===== src/rtl/alu_arbiter_pkg.sv =====
// Shared types and sizes for the four-requester ALU arbiter.
package alu_arb_pkg;
  localparam int NREQ = 4;
  localparam int IDXW = 2;
  localparam int CNTW = 8;

  typedef enum logic [1:0] {
    IDLE  = 2'b00,
    GRANT = 2'b01,
    BUSY  = 2'b10
  } state_t;
endpackage


===== src/rtl/alu_arbiter_decoder.sv =====
// Index to one-hot decoder; output is all-zero when i_en is low.
module decoder_block
  import alu_arb_pkg::*;
(
  input  logic [IDXW-1:0] i_idx,
  input  logic            i_en,
  output logic [NREQ-1:0] o_onehot
);

  genvar gi;
  generate
    for (gi = 0; gi < NREQ; gi++) begin : g_dec
      assign o_onehot[gi] = i_en && (i_idx == IDXW'(gi));
    end
  endgenerate

endmodule


===== src/rtl/alu_arbiter.sv =====
// Round-robin owner selection for a shared ALU: grant, one-cycle start,
// wait for completion or timeout, then a done/err pulse back to the owner.
module alu_arbiter
  import alu_arb_pkg::*;
#(
  parameter int OPW     = 2,
  parameter int TIMEOUT = 16
) (
  input  logic                clk,
  input  logic                rst_n,
  input  logic [NREQ-1:0]     req,
  input  logic [NREQ*OPW-1:0] req_op,
  output logic [NREQ-1:0]     gnt,
  output logic [NREQ-1:0]     done,
  output logic [NREQ-1:0]     err,
  output logic                busy,
  output logic                alu_start,
  output logic [OPW-1:0]      alu_op,
  input  logic                alu_done
);

  state_t            r_state;
  state_t            w_state_next;
  logic [IDXW-1:0]   r_ptr;
  logic [IDXW-1:0]   w_ptr_next;
  logic [IDXW-1:0]   r_owner;
  logic [IDXW-1:0]   w_owner_next;
  logic [CNTW-1:0]   r_cnt;
  logic [CNTW-1:0]   w_cnt_next;
  logic [NREQ-1:0]   r_gnt;
  logic [NREQ-1:0]   w_gnt_next;
  logic [NREQ-1:0]   r_done;
  logic [NREQ-1:0]   w_done_next;
  logic [NREQ-1:0]   r_err;
  logic [NREQ-1:0]   w_err_next;
  logic              r_busy;
  logic              w_busy_next;
  logic              r_start;
  logic              w_start_next;
  logic [OPW-1:0]    r_alu_op;
  logic [OPW-1:0]    w_alu_op_next;

  logic [NREQ-1:0]   w_elig;
  logic              w_any;
  logic [IDXW-1:0]   w_sel;
  logic [NREQ-1:0]   w_sel_oh;
  logic [NREQ-1:0]   w_own_oh;

  // A requester being told done/err this cycle must not win again immediately.
  assign w_elig = req & ~(r_done | r_err);
  assign w_any  = |w_elig;

  // Walk downward so the candidate closest to r_ptr is written last and wins.
  always_comb begin
    w_sel = r_ptr;
    for (int i = NREQ - 1; i >= 0; i--) begin
      if (w_elig[r_ptr + IDXW'(i)]) begin
        w_sel = r_ptr + IDXW'(i);
      end
    end
  end

  decoder_block u_dec_sel (
    .i_idx    (w_sel),
    .i_en     (w_any && (r_state == IDLE)),
    .o_onehot (w_sel_oh)
  );

  decoder_block u_dec_own (
    .i_idx    (r_owner),
    .i_en     (r_state != IDLE),
    .o_onehot (w_own_oh)
  );

  always_comb begin
    w_state_next  = r_state;
    w_ptr_next    = r_ptr;
    w_owner_next  = r_owner;
    w_cnt_next    = r_cnt;
    w_gnt_next    = '0;
    w_done_next   = '0;
    w_err_next    = '0;
    w_busy_next   = 1'b0;
    w_start_next  = 1'b0;
    w_alu_op_next = r_alu_op;
    case (r_state)
      IDLE: begin
        w_cnt_next = '0;
        if (w_any) begin
          w_state_next  = GRANT;
          w_owner_next  = w_sel;
          w_alu_op_next = req_op[int'(w_sel) * OPW +: OPW];
          w_gnt_next    = w_sel_oh;
          w_start_next  = 1'b1;
          w_busy_next   = 1'b1;
        end
      end
      GRANT: begin
        w_state_next = BUSY;
        w_gnt_next   = w_own_oh;
        w_busy_next  = 1'b1;
        w_cnt_next   = CNTW'(1);
      end
      BUSY: begin
        // Completion is checked first so a done coinciding with timeout wins.
        if (alu_done) begin
          w_state_next = IDLE;
          w_done_next  = w_own_oh;
          w_ptr_next   = r_owner + IDXW'(1);
          w_cnt_next   = '0;
        end else if (r_cnt == CNTW'(TIMEOUT)) begin
          w_state_next = IDLE;
          w_err_next   = w_own_oh;
          w_ptr_next   = r_owner + IDXW'(1);
          w_cnt_next   = '0;
        end else begin
          w_gnt_next   = w_own_oh;
          w_busy_next  = 1'b1;
          w_cnt_next   = r_cnt + CNTW'(1);
        end
      end
      default: begin
        w_state_next = IDLE;
      end
    endcase
  end

  always_ff @(posedge clk or negedge rst_n) begin
    if (!rst_n) begin
      r_state  <= IDLE;
      r_ptr    <= '0;
      r_owner  <= '0;
      r_cnt    <= '0;
      r_gnt    <= '0;
      r_done   <= '0;
      r_err    <= '0;
      r_busy   <= 1'b0;
      r_start  <= 1'b0;
      r_alu_op <= '0;
    end else begin
      r_state  <= w_state_next;
      r_ptr    <= w_ptr_next;
      r_owner  <= w_owner_next;
      r_cnt    <= w_cnt_next;
      r_gnt    <= w_gnt_next;
      r_done   <= w_done_next;
      r_err    <= w_err_next;
      r_busy   <= w_busy_next;
      r_start  <= w_start_next;
      r_alu_op <= w_alu_op_next;
    end
  end

  assign gnt       = r_gnt;
  assign done      = r_done;
  assign err       = r_err;
  assign busy      = r_busy;
  assign alu_start = r_start;
  assign alu_op    = r_alu_op;

endmodule

===== config.mk =====
export PLATFORM = sky130hd
export DESIGN_NAME = alu_arbiter
export DESIGN_NICKNAME = d
export VERILOG_FILES = /design/src/rtl/alu_arbiter_pkg.sv /design/src/rtl/alu_arbiter_decoder.sv /design/src/rtl/alu_arbiter.sv
export SDC_FILE = /design/constraint.sdc
export NUM_CORES = 1
export LEC_CHECK = 0
export ABC_AREA = 1
export CAP_MARGIN = 20
export CORE_MARGIN = 2
export CORE_UTILIZATION = 45
export CTS_BUF_LIST = sky130_fd_sc_hd__clkbuf_16
export CTS_CLUSTER_DIAMETER = 50
export CTS_CLUSTER_SIZE = 28
export DETAILED_ROUTE_END_ITERATION = 12
export PLACE_DENSITY = 0.81
export SLEW_MARGIN = 20
export SYNTH_ARGS = -nofsm -noshare
export SYNTH_HDL_FRONTEND = slang
export SYNTH_SLANG_ARGS = --single-unit
export TNS_END_PERCENT = 30

===== constraint.sdc =====
create_clock -name clk -period 2 [get_ports clk]
set_clock_uncertainty 0.2 [all_clocks]
set_input_delay 0.2 -clock clk [delete_from_list [all_inputs] [get_ports clk]]
set_output_delay 0.2 -clock clk [all_outputs]
set_load 0.02 [all_outputs]

==> flow_metrics.env <==
export IMPL_r2r_start="r_ptr[0]$_DFFE_PN0P_"
export IMPL_grt_pass1_vias=1575
export IMPL_routabilityCongestion=0.903
export IMPL_viasPerCell=5.14
export IMPL_finalCritPeriodShare=0.998
export IMPL_initial_core_util=0.469
export IMPL_run_status="finished clean"
export IMPL_grt_first_pass_wirelength_um=6530
export IMPL_root_buffer="clkbuf_16"
export IMPL_grt_max_degree=31
export IMPL_dp_cells=296
export IMPL_die_h_um=65.8
export IMPL_die_w_um=65.8
export IMPL_drtIter0Drc=85
export IMPL_core_sq_um=3660
export IMPL_yosys_top_cells_count="52 x nand2_1, 30 x dfrtp_1, 21 x nand3_1, 16 x nor2_1, 15 x inv_1"
export IMPL_min_path_type="in2async"
export IMPL_syn_area_per_cell_sq_um=8.33
export IMPL_holdBufCountCts=0
export IMPL_final_core_util=0.674
export IMPL_tritoncts="yes"
export IMPL_finalSetupViolCount=0
export IMPL_h_tree_depth=2
export IMPL_cp_required_ns=1.96
export IMPL_place_hpwl_um=2820
export IMPL_pre_cts_slack_ns=-0.114
export IMPL_path_class="reg2reg"
export IMPL_synth_top_area_cell="dfrtp_1"
export IMPL_first_pass_iters=4
export IMPL_async_flop_share=1.00
export IMPL_synth_nets=231
export IMPL_fin_crit_ns=2.00
export IMPL_critPathCaptureType="flop"
export IMPL_drv_slew=0
export IMPL_rsz0062_at_grt="yes"
export IMPL_vias=1598
export IMPL_antenna_found_initial=0
export IMPL_nNetsFinal=287
export IMPL_fmax_ghz=0.501
export IMPL_seq_area_frac_synth=0.437
export IMPL_synth_edf_count=0
export IMPL_synth_area_leaders="dfrtp_1 44%, nand2_1 11%, ha_1 7.3%"
export IMPL_r2r_slack_ns=0.004
export IMPL_insertion_delay_ns=0.27
export IMPL_clk_pin_slew_ns=0.05
export IMPL_maxSlewHeadroom=0.749
export IMPL_crit_path_start_kind="flop"
export IMPL_worst_slack_ns=0.00408
export IMPL_synth_cells=206
export IMPL_drive_above_1_share=0.285
export IMPL_drtAntennaViolNets=0
export IMPL_drt_wl_total_um=4140
export IMPL_io_buffer_count=30
export IMPL_grt_overflow=0
export IMPL_synth_most_common_cell="nand2_1"
export IMPL_diodes=0
export IMPL_synth_main_ff_cell="dfrtp_1"
export IMPL_num_rows=22
export IMPL_critPathMaxFanout=8
export IMPL_synth_cell_types=30
export IMPL_finalHoldViolCount=0
export IMPL_netlist_area_sq_um=1720
export IMPL_io_pins=31
export IMPL_grt_total_usage=0.200
export IMPL_synth_warnings=0
export IMPL_netlist_area_leader_share=0.437
export IMPL_cap_violations=0
export IMPL_p_total_mw=3.69
export IMPL_critPathCapture="alu_op[0]$_DFFE_PN0N_"
export IMPL_drc=0
export IMPL_power_leakage_nw=1.14
export IMPL_ys_seq_elements=30
export IMPL_numCtsBuffers=5
export IMPL_ctsLongestPathBuffers=2
export IMPL_arrival_ns=1.95
export IMPL_peakVddDrop_mv=1.39
export IMPL_wl_per_cell_um=13.3
export IMPL_rr_worst_depth=13
export IMPL_worst_pin_slew_ns=0.377
export IMPL_finalNonFillerCells=311
export IMPL_startpoint="r_ptr[0]$_DFFE_PN0P_"
export IMPL_die_area_sq_um=4330
export IMPL_power_density_nw_per_um2=1500
export IMPL_cts_sinks=30
export IMPL_syn_to_final_growth_pct=43.7
export IMPL_rr_endpoint="alu_op[0]$_DFFE_PN0N_"
## stage by stage
step | setup TNS (ns) | instance area [sq um] | hold slack, ns
3_5_place_dp | -0.443 | 2170 | 0.267
2_1_floorplan | 0 | 1720 | -0.296
6_report | 0 | 2470 | 0.104
5_1_grt | -0.419 | 2470 | 0.150
3_3_place_gp | -0.162 | 2170 | 0.275
4_1_cts | 0 | 2340 | 0.125
## cells in the final DEF, fill, tap and decap left out, drive strengths merged
master,instances
inv,18
nor4,1
a21oi,13
nor2,19
clkinv,4
a211oi,1
nand2,60
or2,1
clkdlybuf4s50,30
xor2,1
ha,10
nor3,3
nand3,28
clkbuf,5
and3,1
o21ai,8
bufinv,1
nand4,3
buf,21
o22ai,2
nor3b,2
dfrtp,30
o2111ai,1
## worst min path at each step
| stage | cells after the start | startpoint | slack [ns] | end |
|---|---|---|---|---|
| 6_report | 2 | rst_n | 0.10 | r_cnt[4]$_DFFE_PN0P_ |
| 3_5_place_dp | 2 | alu_op[1]$_DFFE_PN0N_ | 0.27 | alu_op[1]$_DFFE_PN0N_ |
| 2_1_floorplan | 0 | rst_n | -0.30 | alu_op[0]$_DFFE_PN0N_ |
| 4_1_cts | 2 | rst_n | 0.12 | r_cnt[3]$_DFFE_PN0P_ |
| 3_3_place_gp | 2 | alu_op[1]$_DFFE_PN0N_ | 0.28 | alu_op[1]$_DFFE_PN0N_ |
| 5_1_grt | 2 | rst_n | 0.15 | r_cnt[4]$_DFFE_PN0P_ |
## repair_timing
item | CTS | global route
resized for setup | 2 | 24
endpoints found under the setup margin | 9 | 11
pin swaps | 0 | 16
setup buffers | 0 | 7
## cell families (layout without fill, tap and decap cells)
| group | after synthesis | in the layout | share of synthesized area |
|---|---|---|---|
| and+or+nand+nor | 118 | 118 | 0.342 |
| AOI/OAI and AO/OA | 25 | 25 | 0.0867 |
| adders and majority gates | 10 | 10 | 0.0729 |
| DFF | 30 | 30 | 0.437 |
| xor gates and xnor gates | 1 | 1 | 0.00510 |
| buffers and inverters | 22 | 79 | 0.0561 |
## flip-flops by register name, summed over array words and instances, names as in the netlist
signal / count
gnt: 4
r_ptr: 2
alu_op: 2
busy: 1
done: 4
alu_start: 1
r_cnt: 8
err: 4
r_owner: 2
r_state: 2
## cell type report
type                       count  area (sq um)
tap                           48          60.1
fill                         301          1190
sequential                    30           752
multi-input combinational    154           948
timing repair buffer          51           462
clock inverter                 3          40.0
inverter                      20          80.1
clock buffer                   5           125
## per-layer routing
| layer | vias to the layer above | wire length (um) | track usage |
|---|---|---|---|
| met3 | 8 | 139 | 0.0514 |
| met5 | - | 0 | 0 |
| met4 | 0 | 90 | 0.0964 |
| li1 | 789 | - | - |
| met1 | 758 | 1850 | 0.233 |
| met2 | 43 | 2050 | 0.338 |
## critical path, cell delays in order (launching register included)
cell	delay (ns)
dfrtp_2	0.48
buf_4	0.17
nand2_2	0.06
nand2_2	0.06
nand3_2	0.07
nand2_2	0.07
o21ai_4	0.17
nand2_2	0.09
nand2_4	0.11
nand2_4	0.09
nand2_1	0.08
nand3_1	0.07
nand3_1	0.09
nand2_1	0.06
## power by group
part	total [mW]	internal, mW	switching, mW
combinational	1.98	0.821	1.16
sequential	0.866	0.753	0.113
clock	0.841	0.581	0.260
total	3.69	2.16	1.53
Power figures use the tool's default switching activity.
